--- config.mk ---
export PLATFORM = sky130hd
export DESIGN_NAME = ps2_joy_mapper
export DESIGN_NICKNAME = d
export VERILOG_FILES = /design/src/rtl/ps2_joy_pkg.sv /design/src/rtl/ps2_joy_mapper_rx.sv /design/src/rtl/ps2_joy_mapper.sv
export SDC_FILE = /design/constraint.sdc
export NUM_CORES = 1
export LEC_CHECK = 0
export BUFFER_PORTS_ARGS = -buffer_cell sky130_fd_sc_hd__buf_4
export CORE_UTILIZATION = 50
export DETAILED_ROUTE_END_ITERATION = 7
export PLACE_DENSITY = 0.68
export SYNTH_ARGS = -nofsm -noshare
export SYNTH_HDL_FRONTEND = slang
export SYNTH_HIERARCHICAL = 1
export SYNTH_SLANG_ARGS = --single-unit
export TNS_END_PERCENT = 10
--- constraint.sdc ---
create_clock -name clk -period 3.2 [get_ports clk]
set_clock_uncertainty 0.05 [all_clocks]
set_input_delay 0.16 -clock clk [delete_from_list [all_inputs] [get_ports clk]]
set_output_delay 0.16 -clock clk [all_outputs]
set_load 0.03 [all_outputs]
--- src/rtl/ps2_joy_pkg.sv ---
// Shared scancodes, button indices, decoder states and keymap lookup for the
// PS/2 keyboard-to-joypad mapper.
package ps2_joy_pkg;

    localparam logic [7:0] SC_EXT    = 8'hE0;
    localparam logic [7:0] SC_REL    = 8'hF0;
    localparam logic [7:0] SC_PAUSE  = 8'hE1;
    localparam logic [7:0] SC_BAT    = 8'hAA;
    localparam logic [7:0] SC_ACK    = 8'hFA;
    localparam logic [7:0] SC_RESEND = 8'hFE;
    localparam logic [7:0] SC_ECHO   = 8'hEE;
    localparam logic [7:0] SC_ERR0   = 8'h00;
    localparam logic [7:0] SC_ERR1   = 8'hFF;

    // Keymap A (arrows are E0-prefixed)
    localparam logic [7:0] SC_UP     = 8'h75;
    localparam logic [7:0] SC_DOWN   = 8'h72;
    localparam logic [7:0] SC_LEFT   = 8'h6B;
    localparam logic [7:0] SC_RIGHT  = 8'h74;
    localparam logic [7:0] SC_SPACE  = 8'h29;
    localparam logic [7:0] SC_LALT   = 8'h11;
    localparam logic [7:0] SC_TAB    = 8'h0D;
    localparam logic [7:0] SC_ESC    = 8'h76;
    localparam logic [7:0] SC_Z      = 8'h1A;
    localparam logic [7:0] SC_X      = 8'h22;
    localparam logic [7:0] SC_C      = 8'h21;
    localparam logic [7:0] SC_ENTER  = 8'h5A;

    // Keymap B
    localparam logic [7:0] SC_W      = 8'h1D;
    localparam logic [7:0] SC_S      = 8'h1B;
    localparam logic [7:0] SC_A      = 8'h1C;
    localparam logic [7:0] SC_D      = 8'h23;
    localparam logic [7:0] SC_F      = 8'h2B;
    localparam logic [7:0] SC_G      = 8'h34;
    localparam logic [7:0] SC_H      = 8'h33;
    localparam logic [7:0] SC_Q      = 8'h15;
    localparam logic [7:0] SC_R      = 8'h2D;
    localparam logic [7:0] SC_T      = 8'h2C;
    localparam logic [7:0] SC_Y      = 8'h35;
    localparam logic [7:0] SC_U      = 8'h3C;

    // Pad-select digits
    localparam logic [7:0] SC_1      = 8'h16;
    localparam logic [7:0] SC_2      = 8'h1E;
    localparam logic [7:0] SC_3      = 8'h26;
    localparam logic [7:0] SC_4      = 8'h25;

    localparam logic [3:0] BTN_RIGHT = 4'd0;
    localparam logic [3:0] BTN_LEFT  = 4'd1;
    localparam logic [3:0] BTN_DOWN  = 4'd2;
    localparam logic [3:0] BTN_UP    = 4'd3;
    localparam logic [3:0] BTN_4     = 4'd4;
    localparam logic [3:0] BTN_5     = 4'd5;
    localparam logic [3:0] BTN_6     = 4'd6;
    localparam logic [3:0] BTN_7     = 4'd7;
    localparam logic [3:0] BTN_8     = 4'd8;
    localparam logic [3:0] BTN_9     = 4'd9;
    localparam logic [3:0] BTN_10    = 4'd10;
    localparam logic [3:0] BTN_11    = 4'd11;

    localparam logic MAP_A = 1'b0;
    localparam logic MAP_B = 1'b1;

    typedef enum logic [2:0] {
        DEC_IDLE    = 3'd0,
        DEC_EXT     = 3'd1,
        DEC_REL     = 3'd2,
        DEC_EXT_REL = 3'd3,
        DEC_PAUSE   = 3'd4
    } dec_state_t;

    // Returns {hit, button index}; a code with the wrong E0 qualifier misses.
    function automatic logic [4:0] map_key(input logic [7:0] code,
                                           input logic ext,
                                           input logic map_sel);
        logic       hit;
        logic [3:0] idx;
        hit = 1'b0;
        idx = BTN_RIGHT;
        if (map_sel == MAP_A) begin
            case (code)
                SC_UP:    begin hit = ext;  idx = BTN_UP;    end
                SC_DOWN:  begin hit = ext;  idx = BTN_DOWN;  end
                SC_LEFT:  begin hit = ext;  idx = BTN_LEFT;  end
                SC_RIGHT: begin hit = ext;  idx = BTN_RIGHT; end
                SC_SPACE: begin hit = !ext; idx = BTN_4;     end
                SC_LALT:  begin hit = !ext; idx = BTN_5;     end
                SC_TAB:   begin hit = !ext; idx = BTN_6;     end
                SC_ESC:   begin hit = !ext; idx = BTN_7;     end
                SC_Z:     begin hit = !ext; idx = BTN_8;     end
                SC_X:     begin hit = !ext; idx = BTN_9;     end
                SC_C:     begin hit = !ext; idx = BTN_10;    end
                SC_ENTER: begin hit = !ext; idx = BTN_11;    end
                default:  hit = 1'b0;
            endcase
        end else begin
            case (code)
                SC_W:    begin hit = !ext; idx = BTN_UP;    end
                SC_S:    begin hit = !ext; idx = BTN_DOWN;  end
                SC_A:    begin hit = !ext; idx = BTN_LEFT;  end
                SC_D:    begin hit = !ext; idx = BTN_RIGHT; end
                SC_F:    begin hit = !ext; idx = BTN_4;     end
                SC_G:    begin hit = !ext; idx = BTN_5;     end
                SC_H:    begin hit = !ext; idx = BTN_6;     end
                SC_Q:    begin hit = !ext; idx = BTN_7;     end
                SC_R:    begin hit = !ext; idx = BTN_8;     end
                SC_T:    begin hit = !ext; idx = BTN_9;     end
                SC_Y:    begin hit = !ext; idx = BTN_10;    end
                SC_U:    begin hit = !ext; idx = BTN_11;    end
                default: hit = 1'b0;
            endcase
        end
        return {hit, idx};
    endfunction

endpackage

--- src/rtl/ps2_joy_mapper_rx.sv ---
// PS/2 receive front end: synchroniser, clock glitch filter, 11-bit frame
// deserialiser with parity/start/stop checking and mid-frame timeout.
module ps2_rx_frame #(
    parameter int FILTER_LEN = 4,
    parameter int TIMEOUT    = 16384
) (
    input  logic       clk,
    input  logic       reset,
    input  logic       ps2_clk,
    input  logic       ps2_data,
    output logic [7:0] rx_byte,
    output logic       rx_valid,
    output logic       rx_err
);
    localparam int TCW = $clog2(TIMEOUT + 1);

    logic [1:0]            clk_sync;
    logic [1:0]            data_sync;
    logic [FILTER_LEN-1:0] filt;
    logic [3:0]            bit_cnt;
    logic [9:0]            shreg;
    logic [TCW-1:0]        idle_cnt;
    logic                  fall;
    logic                  data_bit;
    logic                  last_bit;
    logic                  frame_ok;
    logic                  timed_out;

    assign data_bit  = data_sync[1];
    assign fall      = filt[FILTER_LEN-1] && (filt[FILTER_LEN-2:0] == '0);
    assign last_bit  = (bit_cnt == 4'd10);
    // shreg holds start in [0], data in [8:1], parity in [9]; data_bit is the stop bit
    assign frame_ok  = !shreg[0] && data_bit && (^shreg[9:1]);
    assign timed_out = !fall && (bit_cnt != 4'd0) && (idle_cnt == TCW'(TIMEOUT - 1));

    assign rx_byte  = shreg[8:1];
    assign rx_valid = fall && last_bit && frame_ok;
    assign rx_err   = (fall && last_bit && !frame_ok) || timed_out;

    always_ff @(posedge clk) begin
        if (reset) begin
            clk_sync  <= '1;
            data_sync <= '1;
            filt      <= '1;
            bit_cnt   <= '0;
            shreg     <= '0;
            idle_cnt  <= '0;
        end else begin
            clk_sync  <= {clk_sync[0], ps2_clk};
            data_sync <= {data_sync[0], ps2_data};
            filt      <= {filt[FILTER_LEN-2:0], clk_sync[1]};
            if (fall) begin
                idle_cnt <= '0;
                if (last_bit) begin
                    bit_cnt <= '0;
                end else begin
                    shreg   <= {data_bit, shreg[9:1]};
                    bit_cnt <= bit_cnt + 4'd1;
                end
            end else if (bit_cnt == 4'd0) begin
                idle_cnt <= '0;
            end else if (timed_out) begin
                bit_cnt  <= '0;
                idle_cnt <= '0;
            end else begin
                idle_cnt <= idle_cnt + TCW'(1);
            end
        end
    end

endmodule

--- src/rtl/ps2_joy_mapper.sv ---
// PS/2 keyboard-to-joypad mapper: decodes E0/F0/E1 scancode sequences into key
// events and maps them onto NUM_PLAYERS pads in shared or split mode.
module ps2_joy_mapper
    import ps2_joy_pkg::*;
#(
    parameter int NUM_PLAYERS = 2,
    parameter int NUM_BUTTONS = 8,
    parameter int FILTER_LEN  = 4,
    parameter int TIMEOUT     = 16384,
    localparam int JW = (NUM_PLAYERS > 1) ? $clog2(NUM_PLAYERS) : 1,
    localparam int TW = NUM_PLAYERS * NUM_BUTTONS
) (
    input  logic          clk,
    input  logic          reset,
    input  logic          ps2_kbd_clk,
    input  logic          ps2_kbd_data,
    input  logic          split_mode,
    output logic [TW-1:0] joystick,
    output logic [JW-1:0] joy_num,
    output logic          key_strobe,
    output logic [7:0]    key_code,
    output logic          key_ext,
    output logic          key_release,
    output logic          frame_err
);
    localparam logic [TW-1:0] PAD_ONES = TW'({NUM_BUTTONS{1'b1}});

    logic [7:0] rx_byte;
    logic       rx_valid;
    logic       rx_err;

    ps2_rx_frame #(
        .FILTER_LEN (FILTER_LEN),
        .TIMEOUT    (TIMEOUT)
    ) u_rx (
        .clk      (clk),
        .reset    (reset),
        .ps2_clk  (ps2_kbd_clk),
        .ps2_data (ps2_kbd_data),
        .rx_byte  (rx_byte),
        .rx_valid (rx_valid),
        .rx_err   (rx_err)
    );

    dec_state_t state, state_n;
    logic [2:0] skip, skip_n;
    logic       emit;
    logic       emit_ext;
    logic       emit_rel;

    assign emit_ext = (state == DEC_EXT) || (state == DEC_EXT_REL);
    assign emit_rel = (state == DEC_REL) || (state == DEC_EXT_REL);

    always_comb begin
        state_n = state;
        skip_n  = skip;
        emit    = 1'b0;
        if (rx_valid) begin
            case (state)
                DEC_IDLE: begin
                    case (rx_byte)
                        SC_EXT:   state_n = DEC_EXT;
                        SC_REL:   state_n = DEC_REL;
                        SC_PAUSE: begin
                            state_n = DEC_PAUSE;
                            skip_n  = 3'd7;
                        end
                        SC_BAT, SC_ACK, SC_RESEND, SC_ECHO, SC_ERR0, SC_ERR1: ;
                        default:  emit = 1'b1;
                    endcase
                end
                DEC_EXT: begin
                    if (rx_byte == SC_REL) begin
                        state_n = DEC_EXT_REL;
                    end else if (rx_byte != SC_EXT) begin
                        emit    = 1'b1;
                        state_n = DEC_IDLE;
                    end
                end
                DEC_REL, DEC_EXT_REL: begin
                    emit    = 1'b1;
                    state_n = DEC_IDLE;
                end
                DEC_PAUSE: begin
                    skip_n = skip - 3'd1;
                    if (skip == 3'd1) state_n = DEC_IDLE;
                end
                default: state_n = DEC_IDLE;
            endcase
        end
    end

    always_ff @(posedge clk) begin
        if (reset) begin
            state       <= DEC_IDLE;
            skip        <= '0;
            key_strobe  <= 1'b0;
            key_code    <= '0;
            key_ext     <= 1'b0;
            key_release <= 1'b0;
            frame_err   <= 1'b0;
        end else begin
            state      <= state_n;
            skip       <= skip_n;
            key_strobe <= emit;
            frame_err  <= rx_err;
            if (emit) begin
                key_code    <= rx_byte;
                key_ext     <= emit_ext;
                key_release <= emit_rel;
            end
        end
    end

    // Pad update stage: acts on the registered event, one cycle after key_strobe
    logic          eff_split;
    logic          split_q;
    logic          mode_chg;
    logic [TW-1:0] joy_q, joy_n;
    logic [JW-1:0] num_q, num_n;
    logic [4:0]    res_a, res_b;
    logic          ok_a, ok_b;
    logic [TW-1:0] btn_a, btn_b, sel;
    logic          dig_hit;
    logic [1:0]    dig_idx;
    logic          dig_ok;
    int unsigned   shamt;

    assign eff_split = split_mode && (NUM_PLAYERS > 1);
    assign mode_chg  = (split_q != eff_split);
    assign res_a     = map_key(key_code, key_ext, MAP_A);
    assign res_b     = map_key(key_code, key_ext, MAP_B);
    assign ok_a      = res_a[4] && (32'(res_a[3:0]) < NUM_BUTTONS);
    assign ok_b      = res_b[4] && (32'(res_b[3:0]) < NUM_BUTTONS);
    assign btn_a     = ok_a ? (TW'(1) << res_a[3:0]) : '0;
    assign btn_b     = ok_b ? (TW'(1) << res_b[3:0]) : '0;
    assign shamt     = NUM_BUTTONS * 32'(num_q);

    always_comb begin
        dig_hit = 1'b1;
        dig_idx = 2'd0;
        case (key_code)
            SC_1:    dig_idx = 2'd0;
            SC_2:    dig_idx = 2'd1;
            SC_3:    dig_idx = 2'd2;
            SC_4:    dig_idx = 2'd3;
            default: dig_hit = 1'b0;
        endcase
    end

    assign dig_ok = !eff_split && dig_hit && !key_ext && !key_release
                    && (32'(dig_idx) < NUM_PLAYERS) && (JW'(dig_idx) != num_q);

    always_comb begin
        joy_n = joy_q;
        num_n = num_q;
        sel   = '0;
        if (mode_chg) begin
            joy_n = '0;
        end else if (key_strobe) begin
            if (eff_split) begin
                sel = btn_a | (btn_b << NUM_BUTTONS);
            end else if (dig_ok) begin
                joy_n = joy_q & ~(PAD_ONES << shamt);
                num_n = JW'(dig_idx);
            end else begin
                sel = btn_a << shamt;
            end
            joy_n = key_release ? (joy_n & ~sel) : (joy_n | sel);
        end
    end

    always_ff @(posedge clk) begin
        if (reset) begin
            joy_q   <= '0;
            num_q   <= '0;
            split_q <= eff_split;
        end else begin
            joy_q   <= joy_n;
            num_q   <= num_n;
            split_q <= eff_split;
        end
    end

    assign joystick = joy_q;
    assign joy_num  = num_q;

endmodule

==> results of run 1 <==
-- cell usage after synthesis (8+ instances only) --
cell type	number
sky130_fd_sc_hd__a21oi_1	20
sky130_fd_sc_hd__or2_2	14
sky130_fd_sc_hd__clkbuf_1	12
sky130_fd_sc_hd__inv_1	15
sky130_fd_sc_hd__buf_4	11
sky130_fd_sc_hd__nand2_1	46
sky130_fd_sc_hd__xnor2_1	12
sky130_fd_sc_hd__nand4_1	10
sky130_fd_sc_hd__o21ai_0	13
sky130_fd_sc_hd__dfxtp_1	73
sky130_fd_sc_hd__nor2_1	49
sky130_fd_sc_hd__buf_2	14
sky130_fd_sc_hd__mux2i_1	20
sky130_fd_sc_hd__nor2b_1	18
sky130_fd_sc_hd__nand3_1	21
sky130_fd_sc_hd__xor2_1	8
sky130_fd_sc_hd__nor3_1	11
-- cell type report --
cell class              instances  area, sq um
fillers                       781         3510
multi-input cells             375         2480
flip-flops and latches         73         1460
repair buffers                 40          308
clock buffers                  10          138
well taps                     105          131
clock inverters                 6         90.1
inverters                      16         60.1
-- worst max-delay path, delay by kind of cell, from the launching register on --
family	cells	cell delay [ns]
xor+xnor	3	0.77
buf+inv	1	0.20
compound gates	2	0.50
simple gates	3	0.90
flops	1	0.46
-- logic make-up after synthesis --
kind of cell / synth area share, %
xor gates and xnor gates: 4.70
muxes: 5.29
DFF: 34.7
and+or+nand+nor: 29.9
AOI/OAI and AO/OA: 16.6
buffers and inverters: 6.39
adders and majority gates: 2.35
-- path summary, 6_finish.rpt --
kind / startpoint / end / slack (ns) / cells past startpoint
max: u_rx/shreg[1] / key_code[1] / 0.25 / 9
min: reset / frame_err / 0.17 / 2
max reg2reg: u_rx/shreg[1] / key_code[1] / 0.25 / 9
min reg2reg: u_rx/clk_sync[1] / u_rx/filt[0] / 0.36 / 1
-- through the flow --
| step | power (uW) | cells | hold slack, ns |
|---|---|---|---|
| 2_1_floorplan | 953 | 502 | 0.138 |
| 3_3_place_gp | 964 | 606 | 0.267 |
| 3_5_place_dp | 965 | 606 | 0.270 |
| 4_1_cts | 1780 | 625 | 0.163 |
| 5_1_grt | 1820 | 625 | 0.183 |
| 6_report | 1760 | 625 | 0.173 |
-- power by group through the flow --
| stage | registers, uW | logic (uW) | clock network (uW) |
|---|---|---|---|
| floorplan | 934 | 19.1 | 0 |
| global placement | 934 | 29.9 | 0 |
| detailed placement | 934 | 31.0 | 0 |
| CTS | 913 | 33.9 | 836 |
| global route | 913 | 37.4 | 872 |
| finish | 913 | 33.5 | 813 |
-- routing by layer --
layer	part of all wire, %	track usage, %
met3	2.9	3.88
met5	0	0
met4	2.3	8.72
met2	49	37.0
met1	45	26.9
==> metrics.json, run 1 <==
{
  "clocking": {
    "clk_pin_slew_ns": 0.08,
    "cts.root.buffer_cell": "sky130_fd_sc_hd__clkbuf_8",
    "cts_resized": 0,
    "num_cts_buffers": 9,
    "clock-sinks": 73,
    "cts_post_setup_buffers_inserted": 0,
    "ctsHoldBuffers": 3,
    "buffer_depth_of_the_longest_clock_path": 2,
    "worst_skew_pair.late_latency_ns": 0.35,
    "htree_num_levels": 3,
    "clock_tree_from_tritoncts": "built"
  },
  "global_routing": {
    "antenna_found_initial": 0,
    "grt_pass1_vias": 3276,
    "grt_first_pass_wirelength_um": 15100,
    "globalRouteTotalUtil_pct": 21.7,
    "grt_overflow_total": 0,
    "grt_start_max_net_pins": 45
  },
  "power_and_ir_drop": {
    "internal_power_uw": 1390,
    "cellLeakagePower_uw": 0.00169,
    "combPwrFrac_pct": 1.9,
    "power_per_cell_area_nw_per_um2": 377,
    "seq_power_share_pct": 51.9,
    "netSwitchingFraction_pct": 21.2,
    "power.net_switching_uw": 372,
    "clock_power_share_pct": 46.2,
    "peakVddDrop_v": 0.000263
  },
  "layout": {
    "finalInstanceArea_sq_um": 4670,
    "n_antenna_cell": 0,
    "layout.cells.most_common_list": "73 x sky130_fd_sc_hd__dfxtp_1, 49 x sky130_fd_sc_hd__nor2_1, 46 x sky130_fd_sc_hd__nand2_1, 37 x sky130_fd_sc_hd__buf_4, 21 x sky130_fd_sc_hd__nand3_1",
    "design.final.nets": 527,
    "final_common_cell": "sky130_fd_sc_hd__dfxtp_1",
    "final_core_util_pct": 57.1,
    "area_growth_pct": 10.9,
    "drive_gt1_share_pct": 16.0
  },
  "placement": {
    "finalWeightedCongestion": 0.936,
    "post-dp-hpwl_um": 6470,
    "port_buffers": 33,
    "pre_cts_slack_ns": 0.279,
    "postPlaceCellArea_sq_um": 4410
  },
  "synthesis": {
    "avgSynthCellArea_sq_um": 8.38,
    "synth_ff_type": "sky130_fd_sc_hd__dfxtp_1",
    "netlist_instances": 502,
    "synth-seq-area-share_pct": 34.7,
    "synth-warning-count": 6,
    "synth-edff-count": 0,
    "synth_top_cell_by_area": "sky130_fd_sc_hd__dfxtp_1",
    "yosys.area.top_type_share_pct": 34.7,
    "synth_nets": 514,
    "synth.ff_latch_count": 73,
    "synth.top_cells.by_area": "sky130_fd_sc_hd__dfxtp_1 35%, sky130_fd_sc_hd__mux2i_1 4.8%, sky130_fd_sc_hd__nor2_1 4.4%",
    "post_synth_instance_area_sq_um": 4210,
    "asyncSetResetFlopFracSynth_pct": 0,
    "ys_types": 75
  },
  "flow_run": {
    "drv_cap": 0
  },
  "sta": {
    "tns_ns": 0,
    "report.final.slew_viol_count": 0,
    "clock.fmax_mhz": 339,
    "timing.final.setup_violations": 0,
    "timing.final.crit_period_ns": 2.95,
    "timing.max_slew.rel_slack_pct": 51.0,
    "fin_ws_ns": 0.247,
    "hold_violations": 0,
    "finalCritPeriodShare_pct": 92.3,
    "timing_worst_slew_pin_value_ns": 0.726,
    "rsz0062_at_grt": "false"
  },
  "hold_path": {
    "timing.hold.worst.class": "in -> reg"
  },
  "floorplanning": {
    "fp.dieW_um": 93.7,
    "chipHeight_um": 93.7,
    "dieArea_sq_um": 8790,
    "initial_core_util_pct": 51.5,
    "core_area_sq_um": 8180,
    "rows": 33,
    "io_pins": 34
  },
  "detailed_routing": {
    "drt_pre_antenna_iters": 8,
    "postRouteAntennaNets": 0,
    "detail_route.wl_per_cell_um": 14.6,
    "routed_via_count": 3638,
    "initialDrtViolationCount": 174,
    "detail_route.drc_violations": 0,
    "detail_route.vias_per_cell": 5.82,
    "routed_wirelength_um": 9100
  },
  "critical_path": {
    "worst_setup_path_start_kind": "flop",
    "crit_chain": "xnor2_1, xnor3_1, xnor2_1, nand3b_1, nor3_1, buf_4, nand3b_1, a21bo_1, a21oi_1",
    "cp.required_ns": 3.42,
    "cp_slowest_cell": "sky130_fd_sc_hd__nand3b_1",
    "crit_path_max_fanout": 19,
    "critical_path_arrival_ns": 3.18,
    "crit_path_max_incr_delay_ns": 0.47,
    "critPathKind": "reg -> reg",
    "critPathCaptureType": "flop"
  },
  "outcome": {
    "run_status": "completed"
  }
}
No activity file was read; power rests on OpenSTA's default activity.
==> inputs of run 2 (changes only) <==
--- a/config.mk
+++ b/config.mk
@@ -8,7 +8,7 @@
 export BUFFER_PORTS_ARGS = -buffer_cell sky130_fd_sc_hd__buf_4
 export CORE_UTILIZATION = 50
 export DETAILED_ROUTE_END_ITERATION = 7
-export PLACE_DENSITY = 0.68
+export PLACE_DENSITY_LB_ADDON = 0.08
 export SYNTH_ARGS = -nofsm -noshare
 export SYNTH_HDL_FRONTEND = slang
 export SYNTH_HIERARCHICAL = 1
==> run 2 against run 1 <==
Worst hold slack lost 0.0077 ns. Combinational power is essentially flat. Power shrank 3.0%. Largest cell class unchanged. Highest routed layer unchanged.
==> metrics.json, run 2 (synthesized netlist as in run 1, its figures left out) <==
{
  "layout": {
    "n_antenna_cell": 0,
    "finalInstanceArea_sq_um": 4680,
    "filler_cell_count": 764,
    "design.final.nets": 531,
    "final_common_cell": "sky130_fd_sc_hd__dfxtp_1",
    "area_growth_pct": 11.2,
    "area.sequential_sq_um": 1460,
    "layout.cells.most_common_list": "73 x sky130_fd_sc_hd__dfxtp_1, 49 x sky130_fd_sc_hd__nor2_1, 46 x sky130_fd_sc_hd__nand2_1, 41 x sky130_fd_sc_hd__buf_4, 21 x sky130_fd_sc_hd__nand3_1",
    "multi_input_area_sq_um": 2480,
    "drive_gt1_share_pct": 16.6
  },
  "sta": {
    "finalCritPeriodShare_pct": 91.3,
    "timing.final.setup_violations": 0,
    "rsz0062_at_grt": "false",
    "report.final.slew_viol_count": 0,
    "fin_hold_ws_ns": 0.165,
    "tns_ns": 0,
    "clock.fmax_mhz": 342,
    "timing.final.crit_period_ns": 2.92,
    "timing_worst_slew_pin_value_ns": 0.737,
    "timing.max_slew.rel_slack_pct": 50.8,
    "hold_violations": 0
  },
  "global_routing": {
    "grt_pass1_vias": 3296,
    "grt_overflow_total": 0,
    "antenna_found_initial": 0,
    "grt_first_pass_wirelength_um": 15800,
    "globalRouteTotalUtil_pct": 22.8,
    "grt_start_max_net_pins": 45
  },
  "detailed_routing": {
    "routed_via_count": 3628,
    "wl_met1_um": 4490,
    "initialDrtViolationCount": 242,
    "postRouteAntennaNets": 0,
    "detail_route.drc_violations": 0,
    "routed_wirelength_um": 9440,
    "detail_route.vias_per_cell": 5.77,
    "highest-signal-layer": "met4",
    "drt_pre_antenna_iters": 5,
    "met3_wire_len_um": 316,
    "route.met2.wl_um": 4490,
    "detail_route.wl_per_cell_um": 15.0
  },
  "floorplanning": {
    "chipHeight_um": 93.7,
    "dieArea_sq_um": 8790,
    "fp.dieW_um": 93.7,
    "rows": 33,
    "core_area_sq_um": 8180,
    "initial_core_util_pct": 51.5,
    "io_pins": 34
  },
  "power_and_ir_drop": {
    "report.power.total_uw": 1710,
    "power_per_cell_area_nw_per_um2": 364,
    "peakVddDrop_v": 0.000261,
    "cellLeakagePower_uw": 0.00170
  },
  "critical_path": {
    "critPathCaptureType": "flop",
    "crit_path_max_incr_delay_ns": 0.60,
    "critical_path_arrival_ns": 3.14,
    "critPathKind": "reg -> reg",
    "cp_slowest_cell": "sky130_fd_sc_hd__a2111o_1",
    "cp.required_ns": 3.42,
    "crit_chain": "xnor2_1, xnor3_1, xnor2_1, nand3b_1, nor3_1, inv_1, a2111o_1, a21bo_1, a21oi_1",
    "ff2ff_path_depth": 9,
    "crit_path_max_fanout": 19,
    "crit_top_cell": "sky130_fd_sc_hd__xnor2_1",
    "worst_setup_path_start_kind": "flop"
  },
  "placement": {
    "finalWeightedCongestion": 0.857,
    "port_buffers": 33,
    "post-dp-hpwl_um": 6630,
    "postPlaceCellArea_sq_um": 4430
  },
  "clocking": {
    "buffer_depth_of_the_longest_clock_path": 2,
    "clk_pin_slew_ns": 0.09,
    "num_cts_buffers": 9,
    "clock-sinks": 73,
    "cts.root.buffer_cell": "sky130_fd_sc_hd__clkbuf_8",
    "htree_num_levels": 3,
    "clock_tree_from_tritoncts": "built",
    "worst_skew_pair.late_latency_ns": 0.36
  },
  "flow_run": {
    "drv_cap": 0
  },
  "hold_path": {
    "timing.hold.worst.class": "in -> reg",
    "worst_hold_path.num_cells": 2
  },
  "outcome": {
    "run_status": "completed"
  }
}
==> run 2: repair_timing <==
item | CTS | global route
setup buffers | 0 | 1
endpoints found under the hold margin | 3 | 0
hold buffers | 3 | 0
gates resized for setup | 0 | 0
setup endpoints to repair | 0 | 10
==> run 2: path summary, 6_finish.rpt <==
path	start	to	slack (ns)
min	reset	key_strobe	0.17
max reg2reg	u_rx/shreg[5]	key_code[5]	0.28
min reg2reg	u_rx/clk_sync[1]	u_rx/filt[0]	0.37
max	u_rx/shreg[5]	key_code[5]	0.28
==> run 2: through the flow <==
stage / setup slack [ns] / instances / util (%)
6_report: 0.280 / 629 / 57.2
5_1_grt: 0.0358 / 629 / 57.2
4_1_cts: 0.143 / 628 / 57.1
3_5_place_dp: 0.228 / 609 / 54.2
3_3_place_gp: 0.394 / 609 / 54.2
2_1_floorplan: 0.717 / 502 / -
==> run 2: layer usage <==
metal,vias to the layer above,GRT usage [%]
met1,1721,30.3
li1,1830,-
met3,14,4.29
met5,-,0
met2,63,37.0
met4,0,7.56
==> run 2: power breakdown <==
part | total [uW] | switching [uW] | internal [uW]
clock | 759 | 370 | 389
combinational | 33.4 | 20.9 | 12.5
sequential | 913 | 1.33 | 911
==> run 2: final cells by class <==
| cell class | count | area share (%) |
|---|---|---|
| Sequential cell | 73 | 31.2 |
| Tap cell | 105 | 2.81 |
| Multi-Input combinational cell | 375 | 53.0 |
| Clock buffer | 10 | 2.94 |
| Inverter | 16 | 1.28 |
| Timing Repair Buffer | 44 | 7.22 |
| Clock inverter | 6 | 1.55 |
==> run 2: critical path: cells and delay by family, from the launching register on <==
family	cells	cell delay, ns
compound gates	3	0.99
simple gates	2	0.47
xor+xnor	3	0.74
buf+inv	1	0.07
flops	1	0.52
